$ cat src/rtl/hazard_ctrl_if.sv
// Decode-stage hazard query bundle: D-stage operand/producer info in,
// stall and forwarding selects out.
interface hazard_ctrl_if;
   logic [4:0] A1_D;
   logic [4:0] A2_D;
   logic [4:0] A3_D;
   logic [2:0] Tuse1_D;
   logic [2:0] Tuse2_D;
   logic [2:0] Tnew_D;
   logic       md_start_D;
   logic       md_div_D;
   logic       md_use_D;
   logic       stall;
   logic [1:0] fwd_rs_D;
   logic [1:0] fwd_rt_D;
   logic [1:0] fwd_rs_E;
   logic [1:0] fwd_rt_E;
   logic       fwd_rt_M;
   logic       md_busy;

   modport master (
      output A1_D, A2_D, A3_D, Tuse1_D, Tuse2_D, Tnew_D,
      output md_start_D, md_div_D, md_use_D,
      input  stall, fwd_rs_D, fwd_rt_D, fwd_rs_E, fwd_rt_E, fwd_rt_M, md_busy
   );

   modport slave (
      input  A1_D, A2_D, A3_D, Tuse1_D, Tuse2_D, Tnew_D,
      input  md_start_D, md_div_D, md_use_D,
      output stall, fwd_rs_D, fwd_rt_D, fwd_rs_E, fwd_rt_E, fwd_rt_M, md_busy
   );
endinterface

$ cat src/rtl/hazard_ctrl.sv
// Pipeline hazard unit: tracks E/M/W producers and the HI/LO busy counter,
// producing stall and bypass selects with no added latency.
module hazard_ctrl (
   input  logic          clk,
   input  logic          reset,
   hazard_ctrl_if.slave  hif
);

   localparam logic [3:0] MD_DIV_CYC  = 4'd10;
   localparam logic [3:0] MD_MULT_CYC = 4'd5;

   logic [4:0] e_a1_q, e_a1_d, e_a2_q, e_a2_d, e_a3_q, e_a3_d;
   logic [2:0] e_t_q, e_t_d;
   logic [4:0] m_a2_q, m_a2_d, m_a3_q, m_a3_d;
   logic [2:0] m_t_q, m_t_d;
   logic [4:0] w_a3_q, w_a3_d;
   logic [3:0] md_cnt_q, md_cnt_d;

   function automatic logic [2:0] sat_dec(input logic [2:0] t);
      return (t == 3'd0) ? 3'd0 : t - 3'd1;
   endfunction

   // A zero source register can never match, which also keeps A3=0 producers inert.
   function automatic logic src_stall(input logic [4:0] a, input logic [2:0] tuse,
                                      input logic [4:0] ea3, input logic [2:0] et,
                                      input logic [4:0] ma3, input logic [2:0] mt);
      return (a != '0) && (((a == ea3) && (et > tuse)) || ((a == ma3) && (mt > tuse)));
   endfunction

   function automatic logic [1:0] fwd_sel(input logic [4:0] a,
                                          input logic [4:0] n_a3, input logic n_rdy,
                                          input logic [4:0] f_a3, input logic f_rdy);
      if ((a != '0) && (a == n_a3) && n_rdy) return 2'd1;
      if ((a != '0) && (a == f_a3) && f_rdy) return 2'd2;
      return 2'd0;
   endfunction

   always_comb begin
      hif.md_busy  = (md_cnt_q != '0);
      hif.stall    = src_stall(hif.A1_D, hif.Tuse1_D, e_a3_q, e_t_q, m_a3_q, m_t_q)
                   | src_stall(hif.A2_D, hif.Tuse2_D, e_a3_q, e_t_q, m_a3_q, m_t_q)
                   | (hif.md_use_D & hif.md_busy);
      hif.fwd_rs_D = fwd_sel(hif.A1_D, e_a3_q, e_t_q == '0, m_a3_q, m_t_q == '0);
      hif.fwd_rt_D = fwd_sel(hif.A2_D, e_a3_q, e_t_q == '0, m_a3_q, m_t_q == '0);
      hif.fwd_rs_E = fwd_sel(e_a1_q, m_a3_q, m_t_q == '0, w_a3_q, 1'b1);
      hif.fwd_rt_E = fwd_sel(e_a2_q, m_a3_q, m_t_q == '0, w_a3_q, 1'b1);
      hif.fwd_rt_M = (m_a2_q != '0) && (m_a2_q == w_a3_q);
   end

   always_comb begin
      e_a1_d   = '0;
      e_a2_d   = '0;
      e_a3_d   = '0;
      e_t_d    = '0;
      m_a2_d   = '0;
      m_a3_d   = '0;
      m_t_d    = '0;
      w_a3_d   = '0;
      md_cnt_d = '0;
      if (reset) begin
         if (!hif.stall) begin
            e_a1_d = hif.A1_D;
            e_a2_d = hif.A2_D;
            e_a3_d = hif.A3_D;
            e_t_d  = sat_dec(hif.Tnew_D);
         end
         m_a2_d = e_a2_q;
         m_a3_d = e_a3_q;
         m_t_d  = sat_dec(e_t_q);
         w_a3_d = m_a3_q;
         // A start only takes effect when the instruction actually leaves D.
         if (!hif.stall && hif.md_start_D)
            md_cnt_d = hif.md_div_D ? MD_DIV_CYC : MD_MULT_CYC;
         else if (md_cnt_q != '0)
            md_cnt_d = md_cnt_q - 4'd1;
      end
   end

   always_ff @(posedge clk) begin
      e_a1_q   <= e_a1_d;
      e_a2_q   <= e_a2_d;
      e_a3_q   <= e_a3_d;
      e_t_q    <= e_t_d;
      m_a2_q   <= m_a2_d;
      m_a3_q   <= m_a3_d;
      m_t_q    <= m_t_d;
      w_a3_q   <= w_a3_d;
      md_cnt_q <= md_cnt_d;
   end

endmodule
$ cat src/flat_wrapper.sv
// flat-port wrapper written by rule: the top's interface ports become plain ports
module hazard_ctrl_flat 
  (clk, reset, hif_A1_D, hif_A2_D, hif_A3_D, hif_Tuse1_D, hif_Tuse2_D, hif_Tnew_D, hif_md_start_D, hif_md_div_D, hif_md_use_D, hif_stall, hif_fwd_rs_D, hif_fwd_rt_D, hif_fwd_rs_E, hif_fwd_rt_E, hif_fwd_rt_M, hif_md_busy);
  hazard_ctrl_if hif_i ();
  input  logic clk;
  input  logic reset;
  input wire logic [$bits(hif_i.A1_D)-1:0] hif_A1_D;
  input wire logic [$bits(hif_i.A2_D)-1:0] hif_A2_D;
  input wire logic [$bits(hif_i.A3_D)-1:0] hif_A3_D;
  input wire logic [$bits(hif_i.Tuse1_D)-1:0] hif_Tuse1_D;
  input wire logic [$bits(hif_i.Tuse2_D)-1:0] hif_Tuse2_D;
  input wire logic [$bits(hif_i.Tnew_D)-1:0] hif_Tnew_D;
  input wire logic [$bits(hif_i.md_start_D)-1:0] hif_md_start_D;
  input wire logic [$bits(hif_i.md_div_D)-1:0] hif_md_div_D;
  input wire logic [$bits(hif_i.md_use_D)-1:0] hif_md_use_D;
  output wire logic [$bits(hif_i.stall)-1:0] hif_stall;
  output wire logic [$bits(hif_i.fwd_rs_D)-1:0] hif_fwd_rs_D;
  output wire logic [$bits(hif_i.fwd_rt_D)-1:0] hif_fwd_rt_D;
  output wire logic [$bits(hif_i.fwd_rs_E)-1:0] hif_fwd_rs_E;
  output wire logic [$bits(hif_i.fwd_rt_E)-1:0] hif_fwd_rt_E;
  output wire logic [$bits(hif_i.fwd_rt_M)-1:0] hif_fwd_rt_M;
  output wire logic [$bits(hif_i.md_busy)-1:0] hif_md_busy;
  assign hif_i.A1_D = hif_A1_D;
  assign hif_i.A2_D = hif_A2_D;
  assign hif_i.A3_D = hif_A3_D;
  assign hif_i.Tuse1_D = hif_Tuse1_D;
  assign hif_i.Tuse2_D = hif_Tuse2_D;
  assign hif_i.Tnew_D = hif_Tnew_D;
  assign hif_i.md_start_D = hif_md_start_D;
  assign hif_i.md_div_D = hif_md_div_D;
  assign hif_i.md_use_D = hif_md_use_D;
  assign hif_stall = hif_i.stall;
  assign hif_fwd_rs_D = hif_i.fwd_rs_D;
  assign hif_fwd_rt_D = hif_i.fwd_rt_D;
  assign hif_fwd_rs_E = hif_i.fwd_rs_E;
  assign hif_fwd_rt_E = hif_i.fwd_rt_E;
  assign hif_fwd_rt_M = hif_i.fwd_rt_M;
  assign hif_md_busy = hif_i.md_busy;
  hazard_ctrl u_core (.clk(clk), .reset(reset), .hif(hif_i));
endmodule
$ cat config.mk
export PLATFORM = sky130hd
export DESIGN_NAME = hazard_ctrl_flat
export DESIGN_NICKNAME = d
export VERILOG_FILES = /design/src/rtl/hazard_ctrl_if.sv /design/src/rtl/hazard_ctrl.sv /design/src/flat_wrapper.sv
export SDC_FILE = /design/constraint.sdc
export NUM_CORES = 1
export LEC_CHECK = 0
export CAP_MARGIN = 20
export CORE_ASPECT_RATIO = 0.9
export CORE_MARGIN = 5
export CORE_UTILIZATION = 47
export DETAILED_ROUTE_END_ITERATION = 8
export PLACE_DENSITY = 0.76
export SYNTH_ARGS = -nofsm -noshare
export SYNTH_HDL_FRONTEND = slang
export SYNTH_SLANG_ARGS = --single-unit
$ cat constraint.sdc
create_clock -name clk -period 2.1 [get_ports clk]
set_clock_uncertainty 0.2 [all_clocks]
set_input_delay 0.42 -clock clk [delete_from_list [all_inputs] [get_ports clk]]
set_output_delay 0.42 -clock clk [all_outputs]
set_load 0.03 [all_outputs]
==> impl_summary.txt, run 1 <==
----------------------------------------------------
[Layout]
  Share of cells above drive strength 1 ... 0.509
  Layout-stage area growth over the synthesis result ... 58.8%
  Total area of sequential cells ... 840 µm²
  Final Core Density ... 0.780
  Fill cell count ... 279
  Total Nets Final ... 364
  Area of the multi-input gates ... 0.00166 mm²
  Filler-free cell count of the finished design ... 382
  Number of antenna cells inserted ... 0

[STA]
  Least-Margin Pin Slew ... 446 ps
  F_max ... 407 MHz
  RSZ-0062 raised after global routing ... true
  Ratio of final minimum period to clock period ... 1.17
  Max transition margin ... 0.700
  Final setup violation count ... 31
  Post-layout minimum cycle time ... 2460 ps
  Post-layout worst setup margin ... -359 ps
  Final Hold Violating Endpoints ... 0
  Setup Total Neg Slack ... -5440 ps
  Pins Over Slew Limit ... 0

[Synthesis]
  Fraction of the yosys area taken by sequential cells ... 0.361
  Primary FF master, synth ... dfxtp_1
  Distinct cell type count of the synthesized netlist ... 36
  Count of flip-flops with a built-in enable after synthesis ... 0
  Net count after synthesis ... 280
  Number of cells produced by synthesis ... 235
  Asr flop ratio synth ... 0
  Synthesized flop and latch total ... 40
  Cell area after synthesis ... 0.00222 mm²
  Mean cell area of the mapped netlist ... 9.44 µm²
  Synth warnings ... 0

[Placed design]
  Half-perimeter wire length after detailed placement ... 4250 µm
  Placer's final routability congestion estimate ... 0.832
  Cell count after placement ... 365
  Buffers on Ports ... 39
  Worst slack after detailed placement ... -727 ps

[Worst setup path]
  Arrival time worst endpoint ... 1840 ps
  Type of the worst setup path ... flop to output port
  Category of the worst setup path launch point ... flop
  Crit-path cells ... buf_6 > ha_4 > a21o_1 > a21oi_2 > a311o_1 > nand3_2 > buf_6
  Worst path max stage delay ... 380 ps
  Required time worst endpoint ... 1480 ps
  Highest net fanout along the worst path ... 3
  Launching instance or port of the critical path ... u_core.m_t_q[1]
  Reg2Reg Launch Point ... u_core.m_t_q[1]
  Cell with the largest stage delay on the worst path ... a311o_1
  Nature of the critical path endpoint ... output port
  Worst R2R Path Depth ... 9
  Most frequent CP cell ... buf_6

[Status]
  Violations in the final reports ... setup timing
  Result of the run ... finished, violations left

[Floorplan]
  Ports placed on the boundary ... 40
  Die footprint ... 0.00620 mm²
  Standard-cell rows ... 23
  Chip height ... 75.2 µm
  Starting utilization of the core area ... 0.491
  Core area ... 0.00452 mm²
  Die Width ... 82.4 µm

[Clock tree]
  Clock root buffer master ... clkbuf_8
  Clock buffer depth ... 2
  Number of sinks on the clock net ... 40
  Clock tree from TritonCTS ... done
  Later-pin clock latency in the skew report ... 300 ps
  Post-CTS Hold Buffers ... 0
  Number of buffers created by CTS ... 5
  Clock slew at the register clock pins of the worst setup and hold paths ... 80 ps
  Count of H-tree levels built during CTS ... 2

[Drt]
  Total wire length ... 6250 µm
  Antenna Violating Nets Remaining ... 0
  Number of remaining DRC errors ... 0
  Number of optimization iterations in the first detailed-route pass ... 4
  Drt first-iter violations ... 57
  Via-to-Cell Ratio ... 5.12
  Routed wirelength normalized by instance count ... 16.4 µm
  Via count of the routed design ... 1957

[GRT]
  Largest net degree at the start of global routing ... 23
  Via count of the first global-routing pass ... 2038
  Aggregate global routing overflow ... 0
  All-layer global routing usage ... 0.206
  Number of antenna violations at the first check in global routing ... 0
  Global-route wire length before repair ... 9410 µm

[Worst hold path]
  Worst hold-check path type ... primary input to flop
  Hold path startpoint ... hif_A1_D[3]
  Hold path depth ... 2

[Power]
  Power Total ... 2.47 mW
  Maximum vdd drop ... 0.415 mV
  Cell leakage power ... 1.56 nW
  Total power per unit cell area ... 701 mW/mm²

[Job]
  Max capacitance violation total ... 0

----------------------------------------------------
==> per-stage QoR <==
stage                     cell area, µm²  hold WS [ps]
after detailed placement            3020           208
after global placement              3020           205
after floorplan                     2340           193
after global routing                3520           190
after CTS                           3380           192
final                               3520           196
==> synthesized netlist by cell type (all sizes together) (5+ instances only) <==
master / n / area share
and2: 32 / 0.10
nand4: 6 / 0.017
nand3: 7 / 0.016
xnor2: 25 / 0.099
xor2: 19 / 0.075
nor3: 10 / 0.025
buf: 7 / 0.024
dfxtp: 40 / 0.36
nor2: 9 / 0.015
nor4: 5 / 0.014
nand2: 7 / 0.012
inv: 12 / 0.020
ha: 16 / 0.090
==> area by class of cell <==
cell class	instances	share of cell area
multi-input combinational	174	0.470
tap	62	0.0220
timing repair buffer	86	0.223
inverter	12	0.0142
sequential	40	0.238
clock inverter	3	0.0131
clock buffer	5	0.0195
==> critical path: cells and delay by family, from the launching register on <==
family,cells,cell delay (ps)
adder cells (fa/ha/maj),1,260
AND/OR/NAND/NOR,1,90
buffers and inverters,2,260
flip-flops,1,370
AO/OA/AOI/OAI,3,560
==> power breakdown <==
part	internal (mW)	switching [mW]
logic	0.501	0.417
registers	0.829	0.0759
clock network	0.358	0.288
==> what timing repair did <==
action	4_1_cts	5_1_grt
setup buffers	7	5
cloned	0	1
pin swaps	30	28
endpoints found under the setup margin	33	32
gates resized for setup	110	34
==> state kept, by name (all words and copies together) (netlist names) <==
register,cells
u_core.e_t_q,3
u_core.m_a2_q,5
u_core.w_a3_q,5
u_core.m_a3_q,5
u_core.e_a3_q,5
u_core.e_a2_q,5
u_core.m_t_q,3
u_core.md_cnt_q,4
u_core.e_a1_q,5
==> worst paths after layout <==
| check | to | slack (ps) |
|---|---|---|
| setup reg to reg | u_core.e_a1_q[0] | -230 |
| hold / removal | u_core.e_a1_q[3] | 200 |
| hold reg to reg | u_core.m_t_q[0] | 240 |
| setup / recovery | hif_stall | -360 |
==> per-layer routing <==
layer,wire length [µm],vias to the layer above,global-route usage
li1,-,958,-
met1,2690,935,0.233
met2,3140,48,0.379
met3,251,16,0.0431
met4,172,0,0.0775
met5,0,-,0
==> cell usage in the layout, fill, tap and decap left out, types with 4 or more instances in the layout <==
cell / instances
and2_1: 16
nor2_1: 7
clkdlybuf4s50_1: 12
dfxtp_2: 13
mux2i_1: 4
xnor2_1: 16
xnor2_2: 9
nand2b_1: 4
nor3_1: 5
clkdlybuf4s15_2: 5
nand2_1: 7
buf_4: 36
dlygate4sd2_1: 5
dfxtp_1: 21
buf_6: 19
ha_4: 5
nand4_1: 6
nand3_1: 6
inv_1: 7
dfxtp_4: 6
nor3_2: 4
inv_2: 4
clkbuf_8: 5
and2_4: 14
xor2_1: 19
ha_1: 10
buf_2: 6
==> logic make-up after synthesis <==
kind of cell,synth area share
multiplexers,0.0180
adder cells (fa/ha/maj),0.0902
AND/OR/NAND/NOR,0.262
XOR/XNOR,0.174
AO/OA/AOI/OAI,0.0474
flip-flops,0.361
buffers and inverters,0.0479
(Power assumes the default switching activity.)
==> run 2, diff against run 1 <==
--- a/config.mk
+++ b/config.mk
@@ -8,9 +8,9 @@
 export CAP_MARGIN = 20
 export CORE_ASPECT_RATIO = 0.9
 export CORE_MARGIN = 5
-export CORE_UTILIZATION = 47
+export CORE_UTILIZATION = 52
 export DETAILED_ROUTE_END_ITERATION = 8
-export PLACE_DENSITY = 0.76
+export PLACE_DENSITY = 0.79
 export SYNTH_ARGS = -nofsm -noshare
 export SYNTH_HDL_FRONTEND = slang
 export SYNTH_SLANG_ARGS = --single-unit
==> constraint.sdc (replaced) <==
create_clock -name clk -period 2.78 [get_ports clk]
set_clock_uncertainty 0.2 [all_clocks]
set_input_delay 0.556 -clock clk [delete_from_list [all_inputs] [get_ports clk]]
set_output_delay 0.556 -clock clk [all_outputs]
set_load 0.03 [all_outputs]
==> impl_summary.txt, run 2 (same netlist as run 1, synthesis figures left out) <==
----------------------------------------------------
[Status]
  Result of the run ... complete, no violations

[GRT]
  All-layer global routing usage ... 0.183
  Largest net degree at the start of global routing ... 23
  Global-route wire length before repair ... 8120 µm
  Aggregate global routing overflow ... 0
  Via count of the first global-routing pass ... 1770
  Number of antenna violations at the first check in global routing ... 0

[Placed design]
  Buffers on Ports ... 39
  Half-perimeter wire length after detailed placement ... 3920 µm
  Placer's final routability congestion estimate ... 0.907
  Cell count after placement ... 337

[Drt]
  Total wire length ... 5220 µm
  Antenna Violating Nets Remaining ... 0
  Number of remaining DRC errors ... 0
  Drt first-iter violations ... 51
  Routed wirelength normalized by instance count ... 15.0 µm
  Via-to-Cell Ratio ... 5.26
  Number of optimization iterations in the first detailed-route pass ... 5
  Via count of the routed design ... 1834

[Worst hold path]
  Worst hold-check path type ... flop to flop
  Hold path depth ... 1

[Floorplan]
  Die Width ... 78.9 µm
  Ports placed on the boundary ... 40
  Core area ... 0.00410 mm²
  Die footprint ... 0.00567 mm²
  Starting utilization of the core area ... 0.541
  Standard-cell rows ... 22
  Chip height ... 72.0 µm

[Worst setup path]
  Nature of the critical path endpoint ... output port
  Type of the worst setup path ... primary input to output port
  Worst R2R Path Depth ... 9
  Launching instance or port of the critical path ... hif_A2_D[3]
  Register-to-register setup slack ... 460 ps
  Category of the worst setup path launch point ... primary input
  Reg-to-Reg End ... u_core.e_t_q[2]
  Arrival time worst endpoint ... 2000 ps
  Reg2Reg Launch Point ... u_core.m_t_q[1]
  Required time worst endpoint ... 2020 ps
  Worst setup path endpoint ... hif_stall
  Highest net fanout along the worst path ... 4

[STA]
  Final setup violation count ... 0
  Pins Over Slew Limit ... 0
  Least-Margin Pin Slew ... 479 ps
  Final Hold Violating Endpoints ... 0
  Post-layout minimum cycle time ... 2750 ps
  Ratio of final minimum period to clock period ... 0.990
  Max transition margin ... 0.678
  F_max ... 363 MHz

[Layout]
  Total Nets Final ... 345
  Number of antenna cells inserted ... 0
  Top library cells by usage in the layout, fill and taps aside ... 39 x dfxtp_1, 32 x buf_4, 25 x xnor2_1, 19 x xor2_1, 17 x and2_1
  Layout-stage area growth over the synthesis result ... 38.2%
  Share of cells above drive strength 1 ... 0.269
  Filler-free cell count of the finished design ... 349
  Fill cell count ... 298
  Most common library cell in the layout ignoring fill and taps ... dfxtp_1

[Clock tree]
  Clock tree from TritonCTS ... done
  Later-pin clock latency in the skew report ... 290 ps
  Number of buffers created by CTS ... 5
  Clock slew at the register clock pins of the worst setup and hold paths ... 80 ps
  Count of H-tree levels built during CTS ... 2
  Number of sinks on the clock net ... 40
  Clock buffer depth ... 2
  Post-CTS Hold Buffers ... 0
  Clock root buffer master ... clkbuf_8

[Power]
  Cell leakage power ... 1.40 nW
  Maximum vdd drop ... 0.420 mV
  Power Total ... 1.65 mW
  Total power per unit cell area ... 539 mW/mm²

[Job]
  Max capacitance violation total ... 0

----------------------------------------------------
## run 2: area by class of cell
| class | count | area (µm²) | area share |
|---|---|---|---|
| multi-input combinational | 174 | 1450 | 0.472 |
| timing repair buffer | 67 | 601 | 0.196 |
| inverter | 12 | 45.0 | 0.0147 |
| tap | 48 | 60.1 | 0.0196 |
| clock buffer | 5 | 68.8 | 0.0224 |
| clock inverter | 3 | 42.5 | 0.0139 |
| sequential | 40 | 802 | 0.262 |
## run 2: what timing repair did
item,in CTS,in global routing
pin swaps,11,14
setup buffers,1,3
gates cloned,0,0
setup endpoints to repair,7,7
gates resized for setup,26,25
hold endpoints to repair,0,0
## run 2: how the worst min path moves through the flow
stage / startpoint / to / slack [ps]
final: u_core.e_t_q[0] / u_core.m_t_q[0] / 270
after CTS: u_core.e_t_q[0] / u_core.m_t_q[0] / 270
after detailed placement: u_core.e_t_q[0] / u_core.m_t_q[0] / 260
after floorplan: u_core.e_t_q[0] / u_core.m_t_q[0] / 190
after global placement: u_core.e_t_q[0] / u_core.m_t_q[0] / 240
after global routing: u_core.e_t_q[0] / u_core.m_t_q[0] / 300
## run 2: metrics by stage
stage / util / setup slack [ps] / hold WS (ps) / setup TNS [ps] / instance area [µm²]
2_1_floorplan: - / 18.4 / 193 / 0 / 2230
3_3_place_gp: 0.679 / -714 / 239 / -4810 / 2790
3_5_place_dp: 0.679 / -724 / 259 / -5130 / 2790
4_1_cts: 0.714 / -190 / 270 / -190 / 2930
5_1_grt: 0.748 / -50.7 / 302 / -87.0 / 3070
6_report: 0.748 / 28.0 / 269 / 0 / 3070
## run 2: routing by layer
layer | routed length, µm | vias to the layer above | global-route usage
met4 | 157 | 0 | 0.0821
li1 | - | 919 | -
met2 | 2560 | 48 | 0.303
met5 | 0 | - | 0
met3 | 203 | 18 | 0.0397
met1 | 2300 | 849 | 0.231
## run 2: where the power goes
group	leakage, nW	internal [mW]	switching [mW]
combinational	1.02	0.262	0.239
sequential	0.329	0.623	0.0609
clock	0.0541	0.265	0.203
## run 2: worst max-delay path, cell delays in order
cell           delay [ps]
dlygate4sd2_1         290
xor2_1                160
nor3_1                200
nand4_1               200
buf_4                 190
a2bb2oi_2             160
nand3_1               100
buf_6                 140
